### src/rtl/instr_fetch_queue.sv
// instr_fetch_queue: fetch stage feeding the main decoder.
// Owns the PC, issues word fetches to instruction memory under a credit
// scheme, buffers returned words in a small in-order queue, and presents
// {pc, instr, opcode} downstream with a valid/ready handshake. A taken branch
// redirects the PC and flushes every word still in flight.
// Optional feature macro: FETCH_BYPASS_EN (same-cycle response bypass when
// the queue is empty). Without it every word passes through the queue.
module instr_fetch_queue #(
    parameter logic [31:0] RESET_PC = 32'h0000_0000,
    parameter int          QDEPTH   = 2
) (
    input  logic        clk,
    input  logic        rst,
    output logic        imem_req_valid,
    input  logic        imem_req_ready,
    output logic [31:0] imem_req_addr,
    input  logic        imem_rsp_valid,
    input  logic [31:0] imem_rsp_data,
    input  logic        redirect_valid,
    input  logic [31:0] redirect_pc,
    output logic        if_valid,
    input  logic        if_ready,
    output logic [31:0] if_pc,
    output logic [31:0] if_instr,
    output logic [6:0]  if_opcode
);

    localparam int PW = (QDEPTH > 1) ? $clog2(QDEPTH) : 1;
    localparam int CW = PW + 1;
    localparam int DW = PW + 2;
    localparam int SW = DW + 1;

    localparam logic [31:0]   NOP_INSTR   = 32'h0000_0013;
    localparam logic [CW:0]   LP_QDEPTH   = (CW+1)'(QDEPTH);
    localparam logic [SW-1:0] LP_DROP_MAX = SW'(2 * QDEPTH);

    // Architectural fetch state
    logic [31:0]   r_pc;
    logic [31:0]   r_rspPc;
    logic [31:0]   r_lastPc;
    logic [CW-1:0] r_outstanding;
    logic [DW-1:0] r_drop;

    // In-order instruction queue
    logic [31:0]   r_qPc    [QDEPTH];
    logic [31:0]   r_qInstr [QDEPTH];
    logic [PW-1:0] r_head;
    logic [PW-1:0] r_tail;
    logic [CW-1:0] r_count;

    // Per-cycle decisions
    logic          w_empty;
    logic          w_credit;
    logic          w_accept;
    logic          w_rspDrop;
    logic          w_rspLive;
    logic          w_bypass;
    logic          w_popQ;
    logic          w_push;
    logic [31:0]   w_redirectPc;
    logic [SW-1:0] w_dropSum;
    logic [DW-1:0] w_dropSat;

    assign w_empty      = (r_count == '0);
    assign w_credit     = ({1'b0, r_count} + {1'b0, r_outstanding}) < LP_QDEPTH;
    assign w_accept     = imem_req_valid & imem_req_ready;
    assign w_rspDrop    = imem_rsp_valid & (r_drop != '0);
    assign w_rspLive    = imem_rsp_valid & (r_drop == '0) & (r_outstanding != '0);
    assign w_redirectPc = redirect_pc & ~32'h0000_0003;

    assign imem_req_valid = ~rst & w_credit;
    assign imem_req_addr  = r_pc;

`ifdef FETCH_BYPASS_EN
    assign w_bypass = w_empty & w_rspLive & ~redirect_valid;
`else
    assign w_bypass = 1'b0;
`endif

    assign w_popQ = ~w_empty & if_ready & ~redirect_valid;
    assign w_push = w_rspLive & ~redirect_valid & ~(w_bypass & if_ready);

    // Everything still in flight after this cycle becomes a word to discard on redirect
    always_comb begin
        w_dropSum = SW'(r_drop) + SW'(r_outstanding) + SW'(w_accept)
                  - SW'(w_rspDrop | w_rspLive);
        w_dropSat = DW'(w_dropSum);
        if (w_dropSum > LP_DROP_MAX) begin
            w_dropSat = DW'(LP_DROP_MAX);
        end
    end

    // Downstream presentation: queue head, else bypassed response, else NOP with last PC
    always_comb begin
        if_valid = 1'b0;
        if_pc    = r_lastPc;
        if_instr = NOP_INSTR;
        if (!w_empty) begin
            if_valid = 1'b1;
            if_pc    = r_qPc[r_head];
            if_instr = r_qInstr[r_head];
        end else if (w_bypass) begin
            if_valid = 1'b1;
            if_pc    = r_rspPc;
            if_instr = imem_rsp_data;
        end
    end

    assign if_opcode = if_instr[6:0];

    // PC advances on accepted requests; a redirect overrides with the aligned target
    always_ff @(posedge clk or posedge rst) begin
        if (rst) begin
            r_pc <= RESET_PC;
        end else if (redirect_valid) begin
            r_pc <= w_redirectPc;
        end else if (w_accept) begin
            r_pc <= r_pc + 32'd4;
        end
    end

    // PC of the next live response; responses return in request order
    always_ff @(posedge clk or posedge rst) begin
        if (rst) begin
            r_rspPc <= RESET_PC;
        end else if (redirect_valid) begin
            r_rspPc <= w_redirectPc;
        end else if (w_rspLive) begin
            r_rspPc <= r_rspPc + 32'd4;
        end
    end

    // Live request count and count of stale responses still to be discarded
    always_ff @(posedge clk or posedge rst) begin
        if (rst) begin
            r_outstanding <= '0;
            r_drop        <= '0;
        end else if (redirect_valid) begin
            r_outstanding <= '0;
            r_drop        <= w_dropSat;
        end else begin
            if (w_accept && !w_rspLive) begin
                r_outstanding <= r_outstanding + CW'(1);
            end else if (!w_accept && w_rspLive) begin
                r_outstanding <= r_outstanding - CW'(1);
            end
            if (w_rspDrop) begin
                r_drop <= r_drop - DW'(1);
            end
        end
    end

    // Queue pointers and occupancy; a redirect empties the queue
    always_ff @(posedge clk or posedge rst) begin
        if (rst) begin
            r_head  <= '0;
            r_tail  <= '0;
            r_count <= '0;
        end else if (redirect_valid) begin
            r_head  <= '0;
            r_tail  <= '0;
            r_count <= '0;
        end else begin
            if (w_push) begin
                r_tail <= r_tail + PW'(1);
            end
            if (w_popQ) begin
                r_head <= r_head + PW'(1);
            end
            if (w_push && !w_popQ) begin
                r_count <= r_count + CW'(1);
            end else if (w_popQ && !w_push) begin
                r_count <= r_count - CW'(1);
            end
        end
    end

    // Queue storage needs no reset: entries are only read while counted as occupied
    always_ff @(posedge clk) begin
        if (w_push) begin
            r_qPc[r_tail]    <= r_rspPc;
            r_qInstr[r_tail] <= imem_rsp_data;
        end
    end

    // Remember the last presented PC so it holds while the queue is empty
    always_ff @(posedge clk or posedge rst) begin
        if (rst) begin
            r_lastPc <= '0;
        end else if (if_valid) begin
            r_lastPc <= if_pc;
        end
    end

    a_dropBound: assert property (@(posedge clk) disable iff (rst)
        redirect_valid |-> (w_dropSum <= LP_DROP_MAX));

endmodule
### config.mk
export PLATFORM = sky130hd
export DESIGN_NAME = instr_fetch_queue
export DESIGN_NICKNAME = d
export VERILOG_FILES = /design/src/rtl/instr_fetch_queue.sv
export SDC_FILE = /design/constraint.sdc
export NUM_CORES = 1
export LEC_CHECK = 0
export ABC_AREA = 1
export ABC_CLOCK_PERIOD_IN_PS = 8100
export CORE_MARGIN = 8
export CORE_UTILIZATION = 55
export CTS_CLUSTER_DIAMETER = 50
export DETAILED_ROUTE_END_ITERATION = 10
export PLACE_DENSITY_LB_ADDON = 0.25
export SETUP_SLACK_MARGIN = 0.5
export SLEW_MARGIN = 10
export SYNTH_ARGS = -nofsm -noshare
export SYNTH_HDL_FRONTEND = slang
export SYNTH_SLANG_ARGS = --single-unit
### constraint.sdc
create_clock -name clk -period 8.1 [get_ports clk]
set_input_delay 1.215 -clock clk [delete_from_list [all_inputs] [get_ports clk]]
set_output_delay 1.215 -clock clk [all_outputs]
set_load 0.005 [all_outputs]
# Yosys cells after proc, flatten, opt, wreduce, memory -nomap -nowiden
# Memory sizes are Yosys's and may differ from the RTL's.
# Cells that the tools add are included.
totals:
  reg_bits: 105
  ram_bits: 128
  input_bits: 70
  output_inout_bits: 105
  elab_cells: 78
  memories: 2
classes:
  add_sub_neg: 13
  order_cmp: 2
  n_mux: 22
  bitwise_logic: 12
  n_reduce_logical: 19
mem_list:
  columns: ["name", "words", "word_bits", "read_ports", "rd_clocked_by_memory_dff", "write_ports", "line", "source"]
  rows:
  - ["r_qInstr", 2, 32, 1, 0, 1, "46", "logic [31:0] r_qInstr [QDEPTH];"]
  - ["r_qPc", 2, 32, 1, 0, 1, "45", "logic [31:0] r_qPc [QDEPTH];"]
op_table:
  columns: ["cell", "n"]
  rows:
  - ["$mux 32", 6]
  - ["$add 32x3->32 const B", 2]
  - ["$mux 2", 6]
  - ["$reduce_bool 2->1", 6]
  - ["$mux 3", 3]
  - ["$reduce_bool 3->1", 3]
  - ["$and 1x1->1", 8]
  - ["$mux 1", 7]
  - ["$add 2x1->2 const B", 2]
  - ["$add 3x2->4", 1]
  - ["$add 4x1->4", 1]
  - ["$gt 4x3->1 const B", 1]
  - ["$logic_and 1x1->1", 4]
  - ["$logic_not 1->1", 4]
  - ["$sub 2x1->2 const B", 2]
  - ["$sub 4x1->4", 1]
  - ["$add 2x2->3", 1]
  - ["$logic_not 3->1", 1]
  - ["$lt 3x2->1 const B", 1]
  - ["$not 1->1", 3]
  - ["$sub 3x1->3 const B", 1]
  - ["$add 1x1->1 const B", 2]
  - ["$logic_not 2->1", 1]
  - ["$or 1x1->1", 1]

# Depth between registers and ports, before layout
# Gate-level depths: netlist of run 1.
depth:
  ltp_word: 9
  depth_mapped: 17
  depth_no_buf: 17

# Worst setup path after synthesis of run 1
# No wires, ideal clock.
synth_timing:
  path_kind: "input -> register"
  startpoint: "input imem_rsp_valid"
  endpoint: "memory r_qInstr[0][0] (enable)"
  setup_time_ns: 0.483
  arrival_ns: 4.154
  required_ns: 7.617
  path_slack_ns: 3.462
  stages: 4
  n_path_buf: 0
  cell_sequence: "nand3_2 -> clkinv_2 -> nand2_4 -> nor2_1"
synth_between:
  elab_chain_len: 5
synth_rtl:
  columns: ["item", "line", "source"]
  rows:
  - ["start: declaration", "17", "input logic imem_rsp_valid,"]
  - ["$and 1x1->1 (2 in series)", "68", "assign w_rspLive = imem_rsp_valid & (r_drop == '0) & (r_outstanding != '0);"]
  - ["$and 1x1->1", "81", "assign w_push = w_rspLive & ~redirect_valid & ~(w_bypass & if_ready);"]
  - ["$mux 1", "180", "if (w_push) begin"]
  - ["$mux 1 (implied by the code)", "182", "r_qInstr[r_tail] <= imem_rsp_data;"]
  - ["end: declaration", "46", null]
# No other way between the ends.

# Worst setup path after layout of run 1
layout_timing:
  startpoint: "register r_count[0]"
  endpoint: "output if_pc[16]"
layout_between:
  elab_chain_len: 2
layout_rtl:
  columns: ["item", "line", "source"]
  rows:
  - ["start: declaration", "49", "logic [CW-1:0] r_count;"]
  - ["start signal: assignment", "171", "r_count <= r_count + CW'(1);"]
  - ["start signal: assignment", "173", "r_count <= r_count - CW'(1);"]
  - ["$logic_not 2->1", "64", "assign w_empty = (r_count == '0);"]
  - ["$mux 32", "98", "if (!w_empty) begin"]
  - ["end: declaration", "23", "output logic [31:0] if_pc,"]
# No other way between the ends.

==> results of run 1 <==
[worst max path at each step]
stage,from,end,slack [ps],cells past startpoint
after floorplan,imem_rsp_valid,r_qInstr[0][0],3460,4
after global placement,redirect_valid,r_qPc[0][28],4130,6
after global routing,r_count[0],if_pc[16],3840,7
after detailed placement,redirect_valid,r_qPc[0][28],4120,6
final,r_count[0],if_pc[16],4050,7
after CTS,r_count[0],if_pc[16],4030,7
[stage by stage]
step | util | setup WS [ps] | instances | power, mW
after floorplan | - | 3460 | 1227 | 2.12
after global placement | 0.654 | 4130 | 1624 | 2.67
after detailed placement | 0.654 | 4120 | 1624 | 2.71
after CTS | 0.695 | 4030 | 1668 | 3.80
after global routing | 0.695 | 3840 | 1668 | 4.00
final | 0.695 | 4050 | 1668 | 3.78
[worst max-delay path, stage by stage (launching register included)]
cell and delay, ps:
sky130_fd_sc_hd__dfrtp_1 440, sky130_fd_sc_hd__nor2_4 120, sky130_fd_sc_hd__buf_4 560, sky130_fd_sc_hd__inv_1 90, sky130_fd_sc_hd__buf_4 290, sky130_fd_sc_hd__nor2_1 220
sky130_fd_sc_hd__a21oi_1 70, sky130_fd_sc_hd__clkdlybuf4s50_1 500
[layout make-up]
cell class              instances  share of cell area
clock buffers                  30              0.0493
multi-input cells             857               0.295
inverters                     100              0.0281
clock inverters                14             0.00955
repair buffers                177               0.130
well taps                     265              0.0246
flip-flops and latches        225               0.464
[power breakdown]
part	switching, mW	leakage, nW	internal (mW)
registers	0.122	2.32	1.36
clock network	0.441	0.391	0.647
logic	0.640	2.85	0.562
total	1.20	5.56	2.57
[layer usage]
| layer | share of wire | routed length [microns] | global-route usage |
|---|---|---|---|
| met2 | 0.48 | 13300 | 0.377 |
| met3 | 0.071 | 1950 | 0.0375 |
| met4 | 0.025 | 690 | 0.0719 |
| met1 | 0.42 | 11600 | 0.291 |
| met5 | 0 | 0 | 0 |
[state kept, by name (all words and copies together), names as in the netlist, 2 cells and up]
signal         flops
r_qInstr          64
r_qPc             60
r_lastPc          32
imem_req_addr     30
r_rspPc           30
r_drop             3
r_count            2
r_outstanding      2
[cell families after synthesis]
| logic type | Yosys count |
|---|---|
| DFF | 225 |
| adders and majority gates | 11 |
| AOI/OAI and AO/OA | 185 |
| and+or+nand+nor | 640 |
| other | 1 |
| buffers and inverters | 145 |
| xor gates and xnor gates | 19 |
[placed cells by master, fill, tap and decap left out, types with 3 or more instances in the layout]
| cell type | netlist | layout |
|---|---|---|
| sky130_fd_sc_hd__edfxtp_1 | 124 | 124 |
| sky130_fd_sc_hd__fa_1 | 3 | 3 |
| sky130_fd_sc_hd__o21ai_0 | 25 | 25 |
| sky130_fd_sc_hd__nor2_1 | 116 | 114 |
| sky130_fd_sc_hd__nor2_2 | 5 | 5 |
| sky130_fd_sc_hd__nor3_1 | 3 | 3 |
| sky130_fd_sc_hd__buf_4 | 10 | 7 |
| sky130_fd_sc_hd__nand2_2 | 5 | 5 |
| sky130_fd_sc_hd__o21bai_1 | 7 | 7 |
| sky130_fd_sc_hd__clkinv_4 | 0 | 3 |
| sky130_fd_sc_hd__nand3_2 | 4 | 4 |
| sky130_fd_sc_hd__clkinv_2 | 1 | 4 |
| sky130_fd_sc_hd__a21oi_1 | 134 | 134 |
| sky130_fd_sc_hd__xnor2_1 | 7 | 7 |
| sky130_fd_sc_hd__nand3_1 | 74 | 74 |
| sky130_fd_sc_hd__clkinv_1 | 0 | 5 |
| sky130_fd_sc_hd__clkbuf_16 | 0 | 25 |
| sky130_fd_sc_hd__o211ai_1 | 11 | 11 |
| sky130_fd_sc_hd__o21ai_1 | 4 | 4 |
| sky130_fd_sc_hd__inv_2 | 6 | 6 |
| sky130_fd_sc_hd__clkbuf_1 | 14 | 3 |
| sky130_fd_sc_hd__dfrtp_1 | 101 | 100 |
| sky130_fd_sc_hd__inv_1 | 93 | 92 |
| sky130_fd_sc_hd__xor2_1 | 12 | 12 |
| sky130_fd_sc_hd__nand2_1 | 418 | 418 |
| sky130_fd_sc_hd__nor2_4 | 7 | 9 |
| sky130_fd_sc_hd__ha_1 | 8 | 8 |
| sky130_fd_sc_hd__clkdlybuf4s50_1 | 0 | 170 |
==> flow_results.xml, run 1 <==
<?xml version="1.0" encoding="UTF-8"?>
<metrics>
  <group name="place">
    <metric name="place_congestion" unit="">0.951</metric>
    <metric name="area_after_detailed_placement" unit="sq um">12700</metric>
    <metric name="dp.final_hpwl" unit="microns">18600</metric>
    <metric name="port_buffers" unit="">170</metric>
  </group>
  <group name="setup_path">
    <metric name="critical_path_class" unit="">reg -&gt; out</metric>
    <metric name="worst-endpoint-required" unit="ps">6880</metric>
    <metric name="worst-endpoint-arrival" unit="ps">2830</metric>
    <metric name="r2r-start" unit="">r_outstanding[0]</metric>
    <metric name="setup.worst_path.start_class" unit="">flip-flop</metric>
    <metric name="r2r_slack" unit="ps">5190</metric>
    <metric name="timing.rr.end" unit="">r_drop[0]</metric>
    <metric name="cp_max_fo" unit="">61</metric>
    <metric name="reg2reg_depth" unit="">12</metric>
    <metric name="critPathCaptureType" unit="">output pin</metric>
  </group>
  <group name="timing">
    <metric name="fin_skew" unit="ps">11.2</metric>
    <metric name="grt_setup_unrepaired" unit="">no</metric>
    <metric name="worstMarginPinSlew" unit="ps">1180</metric>
    <metric name="period_utilization_post_route" unit="">0.500</metric>
    <metric name="post-route-min-period" unit="ps">4050</metric>
    <metric name="finalHoldViolCount" unit="">0</metric>
    <metric name="maxClockFrequency" unit="MHz">247</metric>
    <metric name="final_max_slew_viol_count" unit="">0</metric>
    <metric name="worst_hold_slack" unit="ps">501</metric>
    <metric name="maxSlewHeadroom" unit="">0.210</metric>
    <metric name="fin_tns_setup" unit="ps">0</metric>
    <metric name="total_of_endpoints_with_negative_setup_slack_in_the_final_report" unit="">0</metric>
  </group>
  <group name="logic_synthesis">
    <metric name="yosys-top-cells-count" unit="">sky130_fd_sc_hd__nand2_1 (418), sky130_fd_sc_hd__a21oi_1 (134), sky130_fd_sc_hd__edfxtp_1 (124)</metric>
    <metric name="synthDominantAreaCellType" unit="">sky130_fd_sc_hd__edfxtp_1</metric>
    <metric name="synth_xor_area_frac" unit="">0.0154</metric>
    <metric name="synth_top_family_by_area" unit="">simple AND/OR/NAND/NOR gates</metric>
    <metric name="synthSimpleGateAreaFrac" unit="">0.245</metric>
    <metric name="synthAdderAreaFrac" unit="">0.0148</metric>
    <metric name="yosys.cell_count.top_type" unit="">sky130_fd_sc_hd__nand2_1</metric>
    <metric name="post_synth.cell_area_avg" unit="sq um">8.82</metric>
    <metric name="post_synth_edffs" unit="">124</metric>
    <metric name="synth_compound_area_frac" unit="">0.0906</metric>
    <metric name="syn-instance-count" unit="">1226</metric>
    <metric name="ys.warnings.count" unit="">0</metric>
    <metric name="seq_area_frac_synth" unit="">0.578</metric>
    <metric name="synth.cell_area" unit="sq um">10800</metric>
    <metric name="post_synth_num_cell_types" unit="">37</metric>
    <metric name="synthArstFlopShare" unit="">0.449</metric>
    <metric name="synth_top_flop_cell" unit="">sky130_fd_sc_hd__edfxtp_1</metric>
    <metric name="synth.area.mux_share" unit="">0</metric>
    <metric name="yosys_register_bits" unit="">225</metric>
    <metric name="synth_top_area_share" unit="">0.344</metric>
    <metric name="ys_top_cells_by_area" unit="">sky130_fd_sc_hd__edfxtp_1 (34%), sky130_fd_sc_hd__dfrtp_1 (23%), sky130_fd_sc_hd__nand2_1 (15%)</metric>
  </group>
  <group name="route">
    <metric name="drc" unit="">0</metric>
    <metric name="number_of_routed_nets_with_antenna_violations" unit="">0</metric>
    <metric name="post_drt_via_cell_ratio" unit="">5.33</metric>
    <metric name="route.detailed.wl_per_inst" unit="microns">16.5</metric>
    <metric name="routed_wl" unit="microns">27500</metric>
    <metric name="drtIter0Drc" unit="">545</metric>
    <metric name="detailroute.via_count" unit="">8886</metric>
    <metric name="drt_pass1_iterations" unit="">5</metric>
  </group>
  <group name="hold_path">
    <metric name="hold_end" unit="">r_lastPc[0]</metric>
    <metric name="min_path_type" unit="">reg -&gt; reg</metric>
    <metric name="min_path_cells" unit="">2</metric>
    <metric name="hold_path_startpoint" unit="">r_lastPc[0]</metric>
  </group>
  <group name="power">
    <metric name="p_per_area" unit="nW/um^2">280</metric>
    <metric name="power_leakage" unit="nW">5.56</metric>
    <metric name="vdd_ir_drop_max" unit="uV">219</metric>
  </group>
  <group name="floorplan">
    <metric name="die_area" unit="sq um">24400</metric>
    <metric name="ioPinCount" unit="">175</metric>
    <metric name="core_region_area" unit="sq um">19400</metric>
    <metric name="floorplan.initialDensity" unit="">0.558</metric>
    <metric name="die_height" unit="microns">156</metric>
    <metric name="fp.dieW" unit="microns">156</metric>
    <metric name="std_cell_rows" unit="">51</metric>
  </group>
  <group name="global_routing">
    <metric name="grt_pass1_vias" unit="">8869</metric>
    <metric name="grt_antenna_before_repair" unit="">0</metric>
    <metric name="grt_pass1_wl" unit="microns">44100</metric>
    <metric name="global_route.overflow_total" unit="">0</metric>
    <metric name="grt_util_all_layers" unit="">0.224</metric>
    <metric name="largest_net_degree_at_the_start_of_global_routing" unit="">75</metric>
  </group>
  <group name="layout">
    <metric name="drive_gt1_frac" unit="">0.0570</metric>
    <metric name="multiInputGateArea" unit="sq um">3980</metric>
    <metric name="regArea" unit="sq um">6250</metric>
    <metric name="fillers" unit="">1464</metric>
    <metric name="diodes" unit="">0</metric>
    <metric name="final_area" unit="sq um">13500</metric>
    <metric name="synthToLayoutAreaGrowth" unit="%">24.7</metric>
    <metric name="nNetsFinal" unit="">1466</metric>
  </group>
  <group name="clock_tree">
    <metric name="cts_inserted_buffers" unit="">24</metric>
    <metric name="tritoncts" unit="">done</metric>
    <metric name="post-cts-setup-buffers" unit="">0</metric>
    <metric name="ctsResizeCount" unit="">0</metric>
    <metric name="clock_slew_at_reported_path_ffs" unit="ps">60</metric>
    <metric name="cts-root-buf" unit="">sky130_fd_sc_hd__clkbuf_16</metric>
    <metric name="clk_path_buf_depth" unit="">3</metric>
    <metric name="htreeDepth" unit="">1</metric>
    <metric name="hold_buffers" unit="">0</metric>
    <metric name="worstSkewPairLatency" unit="ps">510</metric>
    <metric name="tritoncts_num_sinks" unit="">225</metric>
  </group>
  <group name="outcome">
    <metric name="status" unit="">completed</metric>
  </group>
  <group name="run">
    <metric name="max_cap_violations" unit="">0</metric>
  </group>
</metrics>
(Power assumes the default switching activity.)
==> run 2: changes to the inputs <==
--- a/config.mk
+++ b/config.mk
@@ -6,9 +6,9 @@
 export NUM_CORES = 1
 export LEC_CHECK = 0
 export ABC_AREA = 1
-export ABC_CLOCK_PERIOD_IN_PS = 8100
+export ABC_CLOCK_PERIOD_IN_PS = 3300
 export CORE_MARGIN = 8
-export CORE_UTILIZATION = 55
+export CORE_UTILIZATION = 49
 export CTS_CLUSTER_DIAMETER = 50
 export DETAILED_ROUTE_END_ITERATION = 10
 export PLACE_DENSITY_LB_ADDON = 0.25
==> constraint.sdc (replaced) <==
create_clock -name clk -period 3.3 [get_ports clk]
set_input_delay 0.495 -clock clk [delete_from_list [all_inputs] [get_ports clk]]
set_output_delay 0.495 -clock clk [all_outputs]
set_load 0.005 [all_outputs]
==> flow_results.xml, run 2 (synthesis gave the netlist of run 1 again) <==
<?xml version="1.0" encoding="UTF-8"?>
<metrics>
  <group name="outcome">
    <metric name="status" unit="">completed</metric>
  </group>
  <group name="place">
    <metric name="port_buffers" unit="">170</metric>
    <metric name="area_after_detailed_placement" unit="sq um">12800</metric>
    <metric name="post-place-ws" unit="ps">288</metric>
    <metric name="place_congestion" unit="">0.932</metric>
    <metric name="dp.final_hpwl" unit="microns">19200</metric>
  </group>
  <group name="run">
    <metric name="max_cap_violations" unit="">0</metric>
  </group>
  <group name="route">
    <metric name="drc" unit="">0</metric>
    <metric name="route.detailed.wl_per_inst" unit="microns">16.3</metric>
    <metric name="number_of_routed_nets_with_antenna_violations" unit="">0</metric>
    <metric name="routed_wl" unit="microns">27700</metric>
    <metric name="post_drt_via_cell_ratio" unit="">5.28</metric>
    <metric name="drt_pass1_iterations" unit="">5</metric>
    <metric name="detailroute.via_count" unit="">8963</metric>
    <metric name="drtIter0Drc" unit="">545</metric>
  </group>
  <group name="timing">
    <metric name="period_utilization_post_route" unit="">0.828</metric>
    <metric name="fin_tns_setup" unit="ps">0</metric>
    <metric name="worstMarginPinSlew" unit="ps">641</metric>
    <metric name="timing.final.ws_setup" unit="ps">568</metric>
    <metric name="worst_hold_slack" unit="ps">460</metric>
    <metric name="final_max_slew_viol_count" unit="">0</metric>
    <metric name="grt_setup_unrepaired" unit="">no</metric>
    <metric name="fin_skew" unit="ps">13.5</metric>
    <metric name="maxSlewHeadroom" unit="">0.572</metric>
    <metric name="post-route-min-period" unit="ps">2730</metric>
    <metric name="maxClockFrequency" unit="MHz">366</metric>
    <metric name="total_of_endpoints_with_negative_setup_slack_in_the_final_report" unit="">0</metric>
    <metric name="finalHoldViolCount" unit="">0</metric>
  </group>
  <group name="floorplan">
    <metric name="ioPinCount" unit="">175</metric>
    <metric name="floorplan.initialDensity" unit="">0.497</metric>
    <metric name="std_cell_rows" unit="">54</metric>
    <metric name="die_height" unit="microns">165</metric>
    <metric name="fp.dieW" unit="microns">165</metric>
    <metric name="core_region_area" unit="sq um">21800</metric>
    <metric name="die_area" unit="sq um">27100</metric>
  </group>
  <group name="clock_tree">
    <metric name="clk_path_buf_depth" unit="">3</metric>
    <metric name="htreeDepth" unit="">1</metric>
    <metric name="worstSkewPairLatency" unit="ps">520</metric>
    <metric name="tritoncts_num_sinks" unit="">225</metric>
    <metric name="hold_buffers" unit="">0</metric>
    <metric name="cts_inserted_buffers" unit="">26</metric>
    <metric name="cts-root-buf" unit="">sky130_fd_sc_hd__clkbuf_16</metric>
    <metric name="clock_slew_at_reported_path_ffs" unit="ps">60</metric>
    <metric name="tritoncts" unit="">done</metric>
  </group>
  <group name="setup_path">
    <metric name="critical_path_class" unit="">reg -&gt; out</metric>
    <metric name="reg2reg_depth" unit="">12</metric>
    <metric name="setup.worst_path.start_class" unit="">flip-flop</metric>
    <metric name="worst-endpoint-required" unit="ps">2800</metric>
    <metric name="critPathCaptureType" unit="">output pin</metric>
    <metric name="worst-endpoint-arrival" unit="ps">2240</metric>
    <metric name="cp_max_fo" unit="">63</metric>
  </group>
  <group name="layout">
    <metric name="multiInputGateArea" unit="sq um">3990</metric>
    <metric name="diodes" unit="">0</metric>
    <metric name="regArea" unit="sq um">6260</metric>
    <metric name="nNetsFinal" unit="">1480</metric>
    <metric name="drive_gt1_frac" unit="">0.0740</metric>
    <metric name="most_frequent_cells_in_the_layout" unit="">sky130_fd_sc_hd__nand2_1 (417), sky130_fd_sc_hd__clkdlybuf4s50_1 (169), sky130_fd_sc_hd__a21oi_1 (133), sky130_fd_sc_hd__edfxtp_1 (124), sky130_fd_sc_hd__nor2_1 (114)</metric>
    <metric name="largest_register_ffs" unit="">64</metric>
    <metric name="fin_util" unit="">0.634</metric>
    <metric name="fillers" unit="">1805</metric>
    <metric name="layout_commonest_cell" unit="">sky130_fd_sc_hd__nand2_1</metric>
    <metric name="largest_register" unit="">r_qInstr</metric>
    <metric name="final_area" unit="sq um">13800</metric>
    <metric name="top_regs" unit="">r_qInstr: 64 flops, r_qPc: 60 flops, r_lastPc: 32 flops</metric>
    <metric name="synthToLayoutAreaGrowth" unit="%">27.4</metric>
  </group>
  <group name="global_routing">
    <metric name="globalRouteMet1Util" unit="">0.271</metric>
    <metric name="grt_pass1_vias" unit="">8660</metric>
    <metric name="grt_util_met3" unit="">0.0322</metric>
    <metric name="gr-max-usage-layer" unit="">met2</metric>
    <metric name="global_route.overflow_total" unit="">0</metric>
    <metric name="largest_net_degree_at_the_start_of_global_routing" unit="">64</metric>
    <metric name="grt_antenna_before_repair" unit="">0</metric>
    <metric name="grt_pass1_wl" unit="microns">44100</metric>
    <metric name="grt_util_all_layers" unit="">0.202</metric>
    <metric name="grt_use_met2" unit="">0.339</metric>
  </group>
  <group name="power">
    <metric name="power_leakage" unit="nW">5.69</metric>
    <metric name="vdd_ir_drop_max" unit="uV">390</metric>
    <metric name="p_per_area" unit="nW/um^2">701</metric>
  </group>
  <group name="hold_path">
    <metric name="min_path_type" unit="">in -&gt; async</metric>
  </group>
</metrics>
[run 2: cell types whose count changed in the layout (fill, tap and decap cells not counted), moves of 2 or more]
cell                        previous run  this run
sky130_fd_sc_hd__clkinv_1              5         3
sky130_fd_sc_hd__dfrtp_1             100        97
sky130_fd_sc_hd__clkbuf_16            25        27
sky130_fd_sc_hd__buf_4                 7        14
sky130_fd_sc_hd__inv_1                92        90
sky130_fd_sc_hd__inv_6                 1         3
sky130_fd_sc_hd__buf_12                0         5
sky130_fd_sc_hd__clkinv_4              3         1
sky130_fd_sc_hd__dfrtp_2               1         4
[run 2: report_power, final]
| group | internal, mW | leakage, nW | switching [mW] |
|---|---|---|---|
| Clock | 1.81 | 0.442 | 1.15 |
| Combinational | 1.46 | 2.93 | 1.59 |
| Sequential | 3.35 | 2.32 | 0.301 |
[run 2: layout make-up]
class,count,share of cell area
multi-input combinational,857,0.289
sequential,225,0.454
clock buffer,34,0.0531
tap,280,0.0254
inverter,100,0.0285
timing repair buffer,189,0.138
clock inverter,14,0.0118
[run 2: per-stage QoR]
step	instances	power, mW
detailed placement	1646	6.67
global route	1699	10.2
floorplan	1227	5.22
finish	1699	9.66
CTS	1695	9.67
global placement	1646	6.59
[run 2: path summary, 6_finish.rpt]
path / slack [ps] / to / from
max: 570 / if_pc[22] / r_head
min: 460 / r_head / rst
max reg2reg: 680 / r_drop[0] / r_count[0]
min reg2reg: 490 / r_lastPc[0] / r_lastPc[0]
max in group asynchronous: 1950 / r_outstanding[0] / rst
min in group clk: 490 / r_lastPc[0] / r_lastPc[0]
[run 2: timing repair]
action	4_1_cts	5_1_grt
buffers inserted	1	4
pin swaps	1	2
gates resized for setup	9	14
gates cloned	0	0
setup endpoints to repair	67	66
[run 2: worst max-delay path, stage by stage (launching register included)]
cell and delay, ps:
sky130_fd_sc_hd__dfrtp_2 450, sky130_fd_sc_hd__buf_12 280, sky130_fd_sc_hd__a21oi_1 150, sky130_fd_sc_hd__a21oi_1 220
sky130_fd_sc_hd__clkdlybuf4s50_1 540
[run 2: layer usage]
layer  vias up  routed length [microns]
met5         -                        0
met4         0                      503
met3        39                     1960
met2       316                    13100
met1      4248                    12100
li1       4360                        -
